`config.mk`:
```
export PLATFORM = sky130hd
export DESIGN_NAME = appx_div16by8_seq
export DESIGN_NICKNAME = d
export VERILOG_FILES = /design/src/rtl/appx_div_pkg.sv /design/src/rtl/appx_div_step.sv /design/src/rtl/appx_div16by8_seq.sv
export SDC_FILE = /design/constraint.sdc
export NUM_CORES = 1
export LEC_CHECK = 0
export BUFFER_PORTS_ARGS = -buffer_cell sky130_fd_sc_hd__buf_2
export CAP_MARGIN = 10
export CORE_UTILIZATION = 32
export DETAILED_ROUTE_END_ITERATION = 10
export PLACE_DENSITY = 0.58
export SLEW_MARGIN = 40
export SYNTH_ARGS = -nofsm -noshare
export SYNTH_HDL_FRONTEND = slang
export SYNTH_SLANG_ARGS = --single-unit
```
`constraint.sdc`:
```
create_clock -name clk_i -period 5.76 [get_ports clk_i]
set_input_delay 0.864 -clock clk_i [delete_from_list [all_inputs] [get_ports clk_i]]
set_output_delay 0.864 -clock clk_i [all_outputs]
set_load 0.05 [all_outputs]
```
`src/rtl/appx_div_pkg.sv`:
```
// Shared types and constants for the 16/8 sequential restoring divider.
package appx_div_pkg;

  typedef enum logic [1:0] {StIdle, StRun, StDone} state_e;

  localparam int unsigned DIVIDEND_W = 16;
  localparam int unsigned DIVISOR_W  = 8;

  localparam logic [DIVIDEND_W-1:0] Q_DZ = 16'hFFFF;

  // Number of RUN cycles once the low quotient iterations are skipped.
  function automatic int unsigned iter_f(input int unsigned skip_bits);
    return DIVIDEND_W - skip_bits;
  endfunction

endpackage

```
`src/rtl/appx_div_step.sv`:
```
// One combinational restoring-division iteration: shift in a dividend bit, trial-subtract D.
module appx_div_step
  import appx_div_pkg::*;
(
  input  logic [8:0]           pr_i,
  input  logic                 bit_i,
  input  logic [DIVISOR_W-1:0] d_i,
  output logic [8:0]           pr_o,
  output logic                 qbit_o
);

  logic [8:0] t;
  logic       ge;

  always_comb begin
    t  = {pr_i[7:0], bit_i};
    // A set pr_i[8] would put T at or above 512, which always exceeds D.
    ge = pr_i[8] | (t >= {1'b0, d_i});
    if (ge) begin
      pr_o   = t - {1'b0, d_i};
      qbit_o = 1'b1;
    end else begin
      pr_o   = t;
      qbit_o = 1'b0;
    end
  end

endmodule

```
`src/rtl/appx_div16by8_seq.sv`:
```
// Sequential radix-2 restoring divider, 16-bit by 8-bit, with optional skipped quotient LSBs.
module appx_div16by8_seq
  import appx_div_pkg::*;
#(
  parameter int unsigned SKIP_BITS = 0
) (
  input  logic                  clk_i,
  input  logic                  rst_i,
  input  logic                  in_valid_i,
  output logic                  in_ready_o,
  input  logic [DIVIDEND_W-1:0] n_i,
  input  logic [DIVISOR_W-1:0]  d_i,
  output logic                  out_valid_o,
  input  logic                  out_ready_i,
  output logic [DIVIDEND_W-1:0] q_o,
  output logic [DIVIDEND_W-1:0] r_o,
  output logic                  dz_o
);

  localparam int unsigned ITER     = iter_f(SKIP_BITS);
  localparam logic [4:0]  ITER_CNT = 5'(ITER);

  state_e          state_q;
  logic [8:0]      pr_q;
  logic [15:0]     sh_q;
  logic [14:0]     quo_q;
  logic [7:0]      d_q;
  logic [4:0]      cnt_q;
  logic [15:0]     q_q;
  logic [15:0]     r_q;
  logic            dz_q;

  logic [8:0]      pr_step;
  logic            qbit;
  logic [15:0]     quo_next;
  logic [15:0]     sh_next;
  logic [15:0]     q_fin;
  logic [15:0]     r_fin;

  appx_div_step u_step (
    .pr_i   (pr_q),
    .bit_i  (sh_q[15]),
    .d_i    (d_q),
    .pr_o   (pr_step),
    .qbit_o (qbit)
  );

  // After the last step the unprocessed dividend LSBs sit at the top of the shifter.
  always_comb begin
    quo_next = {quo_q, qbit};
    sh_next  = {sh_q[14:0], 1'b0};
    q_fin    = quo_next << SKIP_BITS;
    r_fin    = ({7'b0, pr_step} << SKIP_BITS) | (sh_next >> (DIVIDEND_W - SKIP_BITS));
  end

  always_ff @(posedge clk_i or posedge rst_i) begin
    if (rst_i) begin
      state_q <= StIdle;
      pr_q    <= '0;
      sh_q    <= '0;
      quo_q   <= '0;
      d_q     <= '0;
      cnt_q   <= '0;
      q_q     <= '0;
      r_q     <= '0;
      dz_q    <= 1'b0;
    end else begin
      unique case (state_q)
        StIdle: begin
          if (in_valid_i) begin
            d_q <= d_i;
            if (d_i == '0) begin
              q_q     <= Q_DZ;
              r_q     <= n_i;
              dz_q    <= 1'b1;
              state_q <= StDone;
            end else begin
              pr_q    <= '0;
              sh_q    <= n_i;
              quo_q   <= '0;
              cnt_q   <= ITER_CNT;
              state_q <= StRun;
            end
          end
        end
        StRun: begin
          pr_q  <= pr_step;
          sh_q  <= sh_next;
          quo_q <= quo_next[14:0];
          cnt_q <= cnt_q - 5'd1;
          if (cnt_q == 5'd1) begin
            q_q     <= q_fin;
            r_q     <= r_fin;
            dz_q    <= 1'b0;
            state_q <= StDone;
          end
        end
        StDone: begin
          if (out_ready_i) begin
            dz_q    <= 1'b0;
            state_q <= StIdle;
          end
        end
        default: state_q <= StIdle;
      endcase
    end
  end

  assign in_ready_o  = (state_q == StIdle);
  assign out_valid_o = (state_q == StDone);
  assign q_o         = q_q;
  assign r_o         = r_q;
  assign dz_o        = dz_q;

endmodule

```
## After elaboration in Yosys (flattened, before gate mapping)

Cells that the tools add are included.

- Add/sub/neg operators: 2
- Multiply operators: 0
- Div/mod/pow operators: 0
- $lt $le $gt $ge: 1
- Eq/ne operators: 8
- Shift-type cells: 0
- Multiplexer cells: 32
- Bitwise operators: 1
- Reduce and logical (&&, ||, !) cells: 9

Operators with widths:

| kind | count |
|---|---|
| two-way mux 16 bit | 8 |
| case mux 16 bit (2 select lines) | 3 |
| two-way mux 15 bit | 2 |
| case mux 15 bit (2 select lines) | 1 |
| two-way mux 9 bit | 3 |
| case mux 9 bit (2 select lines) | 1 |
| two-way mux 5 bit | 2 |
| case mux 5 bit (2 select lines) | 1 |
| >= comparator 9 x 8 -> 1 bit | 1 |
| subtractor 9 x 8 -> 9 bit | 1 |
| logical NOT 8 bit | 1 |
| two-way mux 2 bit | 4 |
| != test 2 bit, second input constant | 3 |
| case mux 2 bit (3 select lines) | 1 |
| AND reduction 3 bit | 2 |
| == test 5 x 1 -> 1 bit, second input constant | 1 |
| two-way mux 1 bit | 5 |
| AND reduction 5 bit | 1 |
| subtractor 5 x 1 -> 5 bit, second input constant | 1 |
| != test 2 x 1 -> 1 bit, second input constant | 2 |
| AND reduction 4 bit | 1 |
| case mux 1 bit (3 select lines) | 1 |
| nonzero test 3 bit | 1 |
| == test 2 x 1 -> 1 bit, second input constant | 1 |
| 5 further kinds | 5 |

- Register bits after elaboration: 88
- Latch bits: 0
- Memory bits (writable): 0
- Bits in read-only memories: 0
- Input bits: 28
- Output and inout port bits: 35
- Memories: 0

## Depth between registers and ports, before layout

- Depth after elaboration: 5
- Depth in mapped cells: 9
- Gate-level depth less buffers: 9

## Modules after synthesis

A second synthesis with hierarchy kept.

- Cells, all modules: 427
- Area, all modules: 4539.4 um^2

By module, submodules not included:

| module | times used | cells each | area an instance (um^2) | sequential area each (um^2) |
|---|---|---|---|---|
| appx_div16by8_seq | 1 | 352 | 4003.8 | 2202.1 |
| appx_div_step | 1 | 75 | 535.5 | 0.0 |

## Worst setup path before layout

OpenSTA, ideal clock, no wires.

- Path kind: input port to flip-flop
- Start point: input port d_i[0]
- End point: register r_q[8] (netlist: r_o[8])
- Setup time: 0.135 ns
- Data arrival time: 2.316 ns
- Required time: 5.625 ns
- Slack: 3.309 ns
- Cell stages on the path: 6
- Path buffers: 1
- Cells stage by stage: or4_4 -> nor3_4 -> o21a_2 -> buf_6 -> mux2i_1 -> o31ai_1

- Cells in the longest elaborated chain, start to end: 3

Ends and longest elaborated chain:

| item | line | source |
|---|---|---|
| start, declared | appx_div16by8_seq.sv:12 | `input logic [DIVISOR_W-1:0] d_i,` |
| logical NOT 8 bit | appx_div16by8_seq.sv:72 | `if (d_i == '0) begin` |
| != test 2 x 1 -> 1 bit (no line) | - |  |
| AND reduction 4 bit (no line) | - |  |
| end signal, assigned | appx_div16by8_seq.sv:74 | `r_q <= n_i;` |
| end signal, assigned | appx_div16by8_seq.sv:93 | `r_q <= r_fin;` |
| end, declared | appx_div16by8_seq.sv:30 | `logic [15:0] r_q;` |

No other way between the ends.
A chain may end at the register's enable or synchronous reset.

## Final worst setup path

- Start point: register state_q[0]
- End point: register r_q[5] (netlist: r_o[5])

- Cells in the longest elaborated chain, start to end: 3

Ends and longest elaborated chain:

| item | line | source |
|---|---|---|
| start, declared | appx_div16by8_seq.sv:23 | `state_e state_q;` |
| start signal, assigned | appx_div16by8_seq.sv:58 | `state_q <= StIdle;` |
| start signal, assigned | appx_div16by8_seq.sv:76 | `state_q <= StDone;` |
| start signal, assigned | appx_div16by8_seq.sv:82 | `state_q <= StRun;` |
| == test 2 x 1 -> 1 bit / logical NOT 2 bit (equally long branches) | appx_div16by8_seq.sv:68 | `unique case (state_q)` |
| != test 2 bit (no line) (tied with other cells) | - |  |
| AND reduction 4 bit (no line) | - |  |

Several ways; a longest one is shown, not always the timed one.

==> results.md <==
* Number of post-CTS setup repair buffers at 0
* Yosys cell types at 50
* Synthesized instance count at 440
* Die area at between 10000 and 15000 µm²
* Async S/R FF share, synth at 1.00
* Number of synthesized flops with an enable pin at 0
* Number of iterations in the first detailed-routing pass at 4
* Final Max Tran Viols at 0
* Final min period at between 3000 and 4000 ps
* Run status: completed
* Antenna cells at 0
* Port-buffer cells at 62
* Final-report hold violation count at 0
* Leakage at 2.25 nW
* Num rows at approximately 40
* Resized Gates After CTS at 0
* Dpl hpwl at a little over 7000 µm
* TritonCTS clock tree: built
* Syn nets at 483
* Die width at around 120 µm
* Mapped Area at 4290 µm²
* Final wirelength at approximately 10000 µm
* HP Class: in -> async
* Clk_lat worst skew at approximately 350 ps
* Drt drc at 0
* Clock root buffer: clkbuf_16
* Clock sink count at 88
* Worst vdd ir at 0.000367 V
* NumNets Final at 538
* Final cell count without fillers at 671
* Clock Tree Buf Depth at 2
* Routed vias/inst at 4.89
* First-pass GRT wire length at 17300 µm
* Initial Util at 0.335
* RSZ-0062 raised after global routing: no
* Global route overflow at 0
* Vias after detailed routing at 3281
* Area delta synth->final at 17.0%
* Slew HR at 0.450
* Vias in the first global route at 3409
* # setup viols final at 0
* Critical path arrival at approximately 3400 ps
* Starting DRT DRC Count at ~190
* Syn_area_per_cell at 9.75 µm²
* FF/Latch Area at 2200 µm²
* Drt wl/cell at 15.3 µm
* Most common cell after layout, fill and taps aside: dfrtp_1
* H-tree depth at 3
* Io pins at 63
* Fill cell count at 1279
* Pin count of the biggest net entering global routing at 85
* Post-synth top area share at 0.513
* Clock transition at path regs at 60 ps
* Power Density at 563 nW/µm²
* Max Fclk at 0.319 GHz
* Placed insts at 656
* Crit-path max FO at 41
* Most frequent cells in the layout: dfrtp_1, nand2_1, buf_2
* Setup crit start kind: flop
* Final core utilization at 0.392
* Routability congestion estimate at 0.822
* Flop2flop setup slack at 2620 ps
* Cts hold-fix bufs at 0
* Share of cells above drive strength 1 at 0.200
* Crit path kind: reg -> reg
* CP required at roughly 6000 ps
* Antenna Nets Post-Route at 0
* Die H at 118 µm
* Multi-input gate area at 1830 µm²
* Num CTS Buffers at 9
* Post-synthesis sequential area ratio at 0.513
* Synth top area cells: dfrtp_1, nand2_1, ha_1
* Worst Skew at 5.42 ps
* Setup_tns at 0 ps
* Core area at 12800 µm²
* Max cap viols at 0
* Final worst-path cycle share at 0.545
* Hold slack at 367 ps
* Ys Warns at 0
* Worst Tran Pin Value at between 800 and 900 ps
* Seq cells post-synth at 88
* Global-route usage over all layers at 0.160
* Main flop type after synthesis: dfrtp_1
* CP Capture Type: flop
* Leading area contributor after synthesis: dfrtp_1
* Initial antenna violation count at 0
==> per-layer routing <==
layer,share of wire,GRT usage,up-vias
met3,0.052,0.0436,14
li1,-,-,1621
met2,0.44,0.241,86
met5,0,0,-
met4,0.021,0.0785,0
met1,0.48,0.210,1560
==> Yosys cell counts, drive strengths merged (6+ instances only) <==
library cell	n
clkbuf	6
nor2b	8
dfrtp	88
o21ai	36
mux2	8
buf	17
nand2b	6
inv	33
xnor2	6
ha	14
nand3	10
nand2	71
a31oi	19
o31ai	18
a21oi	19
mux2i	15
nor2	29
==> where the power goes <==
group	switching, mW	internal [mW]
Combinational	0.896	0.394
Clock	0.251	0.337
Sequential	0.132	0.819
Total	1.28	1.55
==> final timing paths <==
path / to / start / cells past startpoint
hold / removal: d_q[5] / rst_i / 2
hold reg to reg: r_o[10] / r_o[10] / 2
setup / recovery: r_o[5] / state_q[0] / 7
setup reg to reg: r_o[5] / state_q[0] / 7
min in group clk_i: r_o[10] / r_o[10] / 2
max in group asynchronous: sh_q[10] / rst_i / 3
==> flip-flops by register name (all words and copies together), names as in the netlist <==
register  cells
cnt_q         5
d_q           8
dz_o          1
pr_q          9
q_o          16
quo_q        15
r_o          16
sh_q         16
state_q       2
==> through the flow <==
stage	area [µm²]	power [mW]	setup slack, ps
floorplan	4290	1.98	2620
global placement	4720	2.22	2520
detailed placement	4720	2.26	2410
CTS	5020	2.86	2600
global route	5020	3.03	2300
finish	5020	2.83	2620
==> critical path: stages, from the launching register on <==
cell	delay, ps
dfrtp_1	420
inv_1	100
ha_1	330
nand2_1	420
nor3_4	580
o21a_2	710
nand2_1	240
o211ai_1	220
==> cell type report <==
cell class,count,share of cell area
sequential,88,0.439
timing repair buffer,67,0.0705
multi-input combinational,296,0.365
inverter,33,0.0249
clock inverter,6,0.0137
tap,172,0.0429
clock buffer,9,0.0449
==> kinds of logic (layout without fill, tap and decap cells) <==
family / after synthesis / count (layout) / share of synthesized area
mux: 23 / 23 / 0.0560
xor+xnor: 7 / 7 / 0.0143
buf+inv: 56 / 115 / 0.0612
flops: 88 / 88 / 0.513
fa+ha+maj: 15 / 15 / 0.0455
simple gates: 136 / 136 / 0.143
compound gates: 115 / 115 / 0.167
Note: power is estimated with default switching activity, not from simulation.
